[src/rtl/mem_io_responder_if.sv]
// Datapath-side MAR/MDR request bus between the LC-3 datapath (master) and
// the memory/I-O responder (slave).
interface mem_io_responder_if;
    logic        MEM_EN;
    logic        WE;
    logic [15:0] MAR;
    logic [15:0] MDR_out;
    logic [15:0] MDR_in;
    logic        R;

    modport master (output MEM_EN, WE, MAR, MDR_out, input MDR_in, R);
    modport slave  (input MEM_EN, WE, MAR, MDR_out, output MDR_in, R);
endinterface

[src/rtl/mem_io_responder.sv]
// LC-3 memory responder: SRAM accesses through a wait-state FSM plus the I/O register at IO_ADDR.
// Optional read/write access counters are enabled by defining ACCESS_STATS_EN.
//
// state   | meaning
// IDLE    | waiting for MEM_EN; request is latched on acceptance
// ACCESS  | SRAM strobes active, wait counter running
// IO      | single-cycle switch read / hex write
// DONE    | R pulse, read data valid on MDR_in
// RELEASE | waiting for MEM_EN to drop so one request gives one access
module mem_io_responder #(
    parameter int unsigned WAIT_STATES = 2,
    parameter logic [15:0] IO_ADDR     = 16'hFFFF
) (
    input  logic                Clk,
    input  logic                Reset,
    mem_io_responder_if.slave   bus,
    input  logic [15:0]         Switches,
    output logic [15:0]         HEX_out,
    output logic [19:0]         SRAM_ADDR,
    output logic [15:0]         SRAM_DQ_wr,
    input  logic [15:0]         SRAM_DQ_rd,
    output logic                SRAM_CE_N,
    output logic                SRAM_OE_N,
    output logic                SRAM_WE_N
`ifdef ACCESS_STATS_EN
    ,
    output logic [15:0]         RD_COUNT,
    output logic [15:0]         WR_COUNT
`endif
);

    typedef enum logic [2:0] {IDLE, ACCESS, IO, DONE, RELEASE} state_t;

    localparam logic [3:0] WAIT_INIT = 4'(WAIT_STATES - 1);

    state_t      state;
    state_t      state_nxt;
    logic [3:0]  wait_cnt;
    logic [15:0] mar_q;
    logic [15:0] dat_q;
    logic [15:0] mdr_q;
    logic        we_q;

    always_ff @(posedge Clk or posedge Reset) begin
        if (Reset) state <= IDLE;
        else       state <= state_nxt;
    end

    always_comb begin
        state_nxt = state;
        case (state)
            IDLE:    if (bus.MEM_EN) state_nxt = (bus.MAR == IO_ADDR) ? IO : ACCESS;
            ACCESS:  if (wait_cnt == 4'd0) state_nxt = DONE;
            IO:      state_nxt = DONE;
            DONE:    state_nxt = bus.MEM_EN ? RELEASE : IDLE;
            RELEASE: if (!bus.MEM_EN) state_nxt = IDLE;
            default: state_nxt = IDLE;
        endcase
    end

    always_comb begin
        SRAM_CE_N = 1'b1;
        SRAM_OE_N = 1'b1;
        SRAM_WE_N = 1'b1;
        bus.R     = 1'b0;
        if (state == ACCESS) begin
            SRAM_CE_N = 1'b0;
            SRAM_OE_N = we_q;
            SRAM_WE_N = !we_q;
        end
        if (state == DONE) bus.R = 1'b1;
    end

    // Request fields are latched at acceptance so bus changes mid-access are ignored.
    always_ff @(posedge Clk or posedge Reset) begin
        if (Reset) begin
            mar_q    <= '0;
            dat_q    <= '0;
            we_q     <= 1'b0;
            wait_cnt <= '0;
            mdr_q    <= '0;
            HEX_out  <= '0;
        end else begin
            case (state)
                IDLE: begin
                    if (bus.MEM_EN) begin
                        mar_q    <= bus.MAR;
                        dat_q    <= bus.MDR_out;
                        we_q     <= bus.WE;
                        wait_cnt <= WAIT_INIT;
                    end
                end
                ACCESS: begin
                    if (wait_cnt != 4'd0) wait_cnt <= wait_cnt - 4'd1;
                    else if (!we_q)       mdr_q    <= SRAM_DQ_rd;
                end
                IO: begin
                    if (we_q) HEX_out <= dat_q;
                    else      mdr_q   <= Switches;
                end
                default: ;
            endcase
        end
    end

    assign bus.MDR_in = mdr_q;
    assign SRAM_ADDR  = {4'b0000, mar_q};
    assign SRAM_DQ_wr = dat_q;

`ifdef ACCESS_STATS_EN
    // Only accesses that reach DONE are counted; a reset abort never gets there.
    always_ff @(posedge Clk or posedge Reset) begin
        if (Reset) begin
            RD_COUNT <= '0;
            WR_COUNT <= '0;
        end else if (state == DONE) begin
            if (we_q) WR_COUNT <= WR_COUNT + 16'd1;
            else      RD_COUNT <= RD_COUNT + 16'd1;
        end
    end
`endif

endmodule

[src/flat_wrapper.sv]
// flat-port wrapper written by rule: the top's interface ports become plain ports
module mem_io_responder_flat 
#(
    parameter int unsigned WAIT_STATES = 2,
    parameter logic [15:0] IO_ADDR     = 16'hFFFF
)
  (Clk, Reset, Switches, HEX_out, SRAM_ADDR, SRAM_DQ_wr, SRAM_DQ_rd, SRAM_CE_N, SRAM_OE_N, SRAM_WE_N, bus_MEM_EN, bus_WE, bus_MAR, bus_MDR_out, bus_MDR_in, bus_R);
  mem_io_responder_if bus_i ();
  input  logic Clk;
  input  logic Reset;
  input  logic [15:0] Switches;
  output logic [15:0] HEX_out;
  output logic [19:0] SRAM_ADDR;
  output logic [15:0] SRAM_DQ_wr;
  input  logic [15:0] SRAM_DQ_rd;
  output logic SRAM_CE_N;
  output logic SRAM_OE_N;
  output logic SRAM_WE_N;
  input wire logic [$bits(bus_i.MEM_EN)-1:0] bus_MEM_EN;
  input wire logic [$bits(bus_i.WE)-1:0] bus_WE;
  input wire logic [$bits(bus_i.MAR)-1:0] bus_MAR;
  input wire logic [$bits(bus_i.MDR_out)-1:0] bus_MDR_out;
  output wire logic [$bits(bus_i.MDR_in)-1:0] bus_MDR_in;
  output wire logic [$bits(bus_i.R)-1:0] bus_R;
  assign bus_i.MEM_EN = bus_MEM_EN;
  assign bus_i.WE = bus_WE;
  assign bus_i.MAR = bus_MAR;
  assign bus_i.MDR_out = bus_MDR_out;
  assign bus_MDR_in = bus_i.MDR_in;
  assign bus_R = bus_i.R;
  mem_io_responder #(.WAIT_STATES(WAIT_STATES), .IO_ADDR(IO_ADDR)) u_core (.Clk(Clk), .Reset(Reset), .bus(bus_i), .Switches(Switches), .HEX_out(HEX_out), .SRAM_ADDR(SRAM_ADDR), .SRAM_DQ_wr(SRAM_DQ_wr), .SRAM_DQ_rd(SRAM_DQ_rd), .SRAM_CE_N(SRAM_CE_N), .SRAM_OE_N(SRAM_OE_N), .SRAM_WE_N(SRAM_WE_N));
endmodule
[config.mk]
export PLATFORM = sky130hd
export DESIGN_NAME = mem_io_responder_flat
export DESIGN_NICKNAME = d
export VERILOG_FILES = /design/src/rtl/mem_io_responder_if.sv /design/src/rtl/mem_io_responder.sv /design/src/flat_wrapper.sv
export SDC_FILE = /design/constraint.sdc
export NUM_CORES = 1
export LEC_CHECK = 0
export ABC_AREA = 1
export CAP_MARGIN = 10
export CORE_MARGIN = 3
export CORE_UTILIZATION = 45
export DETAILED_ROUTE_END_ITERATION = 6
export GPL_ROUTABILITY_DRIVEN = 0
export MAX_ROUTING_LAYER = met4
export PLACE_DENSITY = 0.85
export SLEW_MARGIN = 5
export SYNTH_ARGS = -nofsm -noshare
export SYNTH_HDL_FRONTEND = slang
export SYNTH_SLANG_ARGS = --single-unit
[constraint.sdc]
create_clock -name Clk -period 5.3 [get_ports Clk]
set_input_delay 0.53 -clock Clk [delete_from_list [all_inputs] [get_ports Clk]]
set_output_delay 0.53 -clock Clk [all_outputs]
set_load 0.005 [all_outputs]
* After elaboration in Yosys (flattened, before gate mapping) *
Index checks and enable logic that the tools add are counted.
W data, S select, Z words.

storage, ports and cells
  bits in writable memories = 0
  logic and storage cells = 48
  memories kept = 0
  bits in read-only memories = 0
  latch bits = 0
  flip-flop bits (word level) = 72

cells by class
  eq/ne operators = 12
  reductions and logical operators = 11
  shift-type cells = 0
  multiplexer cells = 17
  $mul = 0
  magnitude comparators = 0
  bitwise operators = 0
  div/mod/pow operators = 0
  $add $sub $neg = 1

operators with widths
  kind                    count
  $mux W16                3
  $pmux W16 S2            1
  $eq A16 B16 Y1 const B  1
  $pmux W3 S5             1
  $mux W3                 4
  $ne A2 B2 Y1 const B    6
  $mux W4                 2
  $pmux W4 S2             1
  $eq A3 B2 Y1 const B    2
  $reduce_and A3 Y1       2
  $logic_not A4 Y1        1
  $mux W1                 4
  $reduce_and A2 Y1       2
  $reduce_and A4 Y1       1
  $reduce_bool A2 Y1      2
  $reduce_bool A4 Y1      1
  $sub A4 B1 Y4 const B   1
  $eq A3 B1 Y1 const B    1
  $eq A3 B3 Y1 const B    1
  $logic_not A3 Y1        1
  $mux W2                 1
  $ne A2 B1 Y1 const B    1
  $logic_not A1 Y1        1

* Logic depth before layout (Yosys ltp) *
  depth after elaboration = 4
  mapped depth = 8
  depth with buffers taken out = 8

* Worst setup path after synthesis *
No wires, ideal clock.

  path kind = register -> register
  start point = register u_core.state[2]
  end point = register u_core.mdr_q[15] (netlist: u_core.bus.MDR_in[15])
  path buffers = 1
  data arrival time = 1.219 ns
  clock period less this slack = 1.347 ns
  stages on the path, launching flop included = 8
  path slack = 3.953 ns
  cell sequence = dfrtp_1 > nor3_4 > inv_2 > nand2_2 > nand3_4 > buf_6 > nand2_1 > o21ai_0

on the way
  longest elaborated chain between the ends = 3
  elaborated cells between the ends (all ways) = 8

RTL lines
  what                                                                 RTL line                RTL
  start, declared                                                      mem_io_responder.sv:36  state_t state;
  start signal, assigned                                               mem_io_responder.sv:46  else state <= state_nxt;
  $eq A3 B1 Y1 or $eq A3 B2 Y1 (tied branches)                         mem_io_responder.sv:84  case (state)
  $ne A2 B2 Y1 (no source line) or $reduce_bool A2 Y1 (tied branches)  --
  $reduce_and A4 Y1 (no source line)                                   --
  end signal, assigned                                                 mem_io_responder.sv:95  else if (!we_q) mdr_q <= SRAM_DQ_rd;
  end signal, assigned                                                 mem_io_responder.sv:99  else mdr_q <= Switches;
  end, declared                                                        mem_io_responder.sv:41  logic [15:0] mdr_q;

Parallel ways exist; a longest one is shown, timed or not.
A chain may end at the register's enable or synchronous reset.

* Worst setup path in the final report *
  start point = register u_core.state[0]
  end point = register u_core.wait_cnt[0]

on the way
  longest elaborated chain between the ends = 3
  elaborated cells between the ends (all ways) = 7

RTL lines
  what                                                                 RTL line                RTL
  $eq A3 B1 Y1 or $logic_not A3 Y1 (tied branches)                     mem_io_responder.sv:84
  $ne A2 B2 Y1 (no source line) or $reduce_bool A2 Y1 (tied branches)  --
  $reduce_and A3 Y1 (no source line)                                   --
  end signal, assigned                                                 mem_io_responder.sv:94  if (wait_cnt != 4'd0) wait_cnt <= wait_cnt - 4'd1;
  end, declared                                                        mem_io_responder.sv:38  logic [3:0] wait_cnt;

Parallel ways exist; a longest one is shown, timed or not.

==> metrics.txt <==
status complete, no violations; Layout Utilization 70.2%; Mapped Avg Cell Area 8.66 um^2; Crit path arrival time 3120 ps; asr flop ratio synth 100%; Post-CTS Setup Repair Bufs 0; YS warnings 0; Combinational Power Share 45.0%; Worst EP required 5550 ps; first-pass GRT wire length 14100 um; Clock Power Share 19.1%; sequential share of power 35.9%; nets@finish 567; Final min period 2870 ps; period utilization 54.2%; CTS root buf clkbuf_8; starting density of the core 46.9%; slowest CP cell nor2_2; Hold WC Path Type reg2reg; most instantiated cells after synthesis nand2_1 (120), dfrtp_1 (72), nand3_1 (40); Antenna diodes 0; DRC violations left 0; switching power 0.948 mW; Netlist cell types 24; CP Capture Type flip-flop; Power Internal 1.76 mW; Max stage delay on crit path 800 ps; PwrDens 565 mW/mm^2; # resized after CTS 0; Clock Tree Buf Depth 2; met3 wire length 665 um; First-pass DRT Iterations 4; Fill cells 532; Detailed Place HPWL 6080 um; register area share after synthesis 56.2%; setup TNS 0 ps; Seq cells post-synth 72; met2 wire length 4010 um; ys flop type dfrtp_1; Post-DRT Antenna Nets 0; Clock Sinks 72; top-count cell post-synth nand2_1; Cell Count, Final, Fillers Out 598; Die Ht 90.4 um; crit path kind reg2reg; largest net degree at the start of global routing 73; Port-buffer cells 135; die width 90.4 um; Worst setup SP type flip-flop; Detailed Route Iter0 Violations 166; Post-synth EDFFs 0; area delta synth->final 49.7%; switching share of power 35.0%; Max Clk Rate 348 MHz; wire length per cell 14.1 um; Site Rows 30; CTS tree done; share of cells above drive strength 1 8.37%; # Max-Cap Violations 0; core area 0.00683 mm^2; Pleak 2.23 nW; WHS 478 ps; maximum vdd drop 0.238 mV; Vias 2961; clk_skew 11.4 ps; RSZ-0062 raised after global routing no; Multi-input gate area 0.00120 mm^2; Final Power 2.71 mW; Die Footprint 0.00817 mm^2; final WL 8430 um; placed insts 582; FF-to-FF setup slack 2430 ps; Worst slew margin 30.2%; max-slew violations 0; CTS Hold Bufs 0; vias per std cell 4.95; CP Max Fanout 42; H-tree depth 3; initial antenna violation count 0; register area 0.00180 mm^2; max layer used met4; Congestion Overflow GR 0; Final setup violation count 0; clock-pin slew on the worst setup and hold paths 80 ps; I/O pin total 140; number of global-route vias before repair 2967; critical path, cell by cell inv_1 > nand2_1 > nor2_2 > nand2_2 > nand2_1 > o21ai_0 > o21ai_0; Total GRT Usage 21.9%; Clock Latency Late Sink 340 ps; Yosys top cell area share 56.2%; Synth Instances 370; largest area contributor in the netlist dfrtp_1; synthesized cell area 0.00320 mm^2; CTS buffer count 9; WL met1 3700 um; Worst Tran Pin Value 1050 ps; Final Hold Viols 0; top area cells in the synthesized netlist dfrtp_1 (56%), nand2_1 (14%), nand3_1 (6.2%)
-- cell usage in the layout, fill, tap and decap left out, types with 4 or more instances in the layout --
cell             count
clkdlybuf4s50_1    135
nand2_1            119
dfrtp_1             72
nand3_1             40
o21ai_0             24
o21ai_1             18
inv_1               15
nor2_1              15
or2_2               13
a21oi_1              9
clkbuf_8             9
nand2_2              4
conb_1               4
-- flip-flops by register name (all words and copies together) (netlist names) --
name,flops
u_core.HEX_out,16
u_core.SRAM_DQ_wr,16
u_core.bus.MDR_in,16
u_core.mar_q,16
u_core.wait_cnt,4
u_core.state,3
u_core.we_q,1
-- worst max-delay path, delay by kind of cell (launching register included) --
family,cells,cell delay (ps)
compound gates,2,220
simple gates,4,2010
flops,1,360
buf+inv,1,180
-- area by class of cell --
class                           count  share of cell area (%)
Sequential cell                    72                    37.6
Timing Repair Buffer              136                    28.3
Tap cell                           96                    2.50
Clock inverter                      6                    2.40
Clock buffer                       10                    2.66
Multi-Input combinational cell    260                    25.1
Inverter                           18                    1.41
-- power groups by stage --
stage | clock [mW] | sequential (mW) | combinational, mW
3_5_place_dp | 0 | 0.978 | 1.23
6_report | 0.518 | 0.973 | 1.22
2_1_floorplan | 0 | 0.970 | 0.586
3_3_place_gp | 0 | 0.975 | 1.18
5_1_grt | 0.549 | 1.00 | 1.37
4_1_cts | 0.524 | 0.973 | 1.24
-- path summary, 6_finish.rpt --
check / endpoint / cells past startpoint / start
max: u_core.wait_cnt[0]$_DFFE_PP0P_ / 7 / u_core.state[0]$_DFFE_PP0P_
max reg2reg: u_core.wait_cnt[0]$_DFFE_PP0P_ / 7 / u_core.state[0]$_DFFE_PP0P_
min reg2reg: u_core.HEX_out[1]$_DFFE_PP0P_ / 2 / u_core.HEX_out[1]$_DFFE_PP0P_
min in group asynchronous: u_core.HEX_out[13]$_DFFE_PP0P_ / 3 / Reset
min: u_core.HEX_out[1]$_DFFE_PP0P_ / 2 / u_core.HEX_out[1]$_DFFE_PP0P_
max in group asynchronous: u_core.wait_cnt[3]$_DFFE_PP0P_ / 3 / Reset
-- routing by layer --
metal | track usage (%) | vias to the layer above
met1 | 27.5 | 1397
met5 | - | -
met3 | 6.75 | 4
met4 | 5.99 | 0
met2 | 34.6 | 127
li1 | - | 1433
-- stage by stage --
stage          worst slack, ps  area [um^2]
3_3_place_gp              1960         4550
2_1_floorplan             2950         3220
6_report                  2430         4800
4_1_cts                   2000         4790
3_5_place_dp              1810         4550
5_1_grt                   2050         4800
-- logic make-up after synthesis --
group / after synthesis / share of synthesized area (%)
buf+inv: 41 / 6.68
other cells: 1 / 0.117
fa+ha+maj: 2 / 0.781
simple gates: 201 / 27.7
compound gates: 53 / 8.51
flops: 72 / 56.2
No activity file was read; power rests on OpenSTA's default activity.
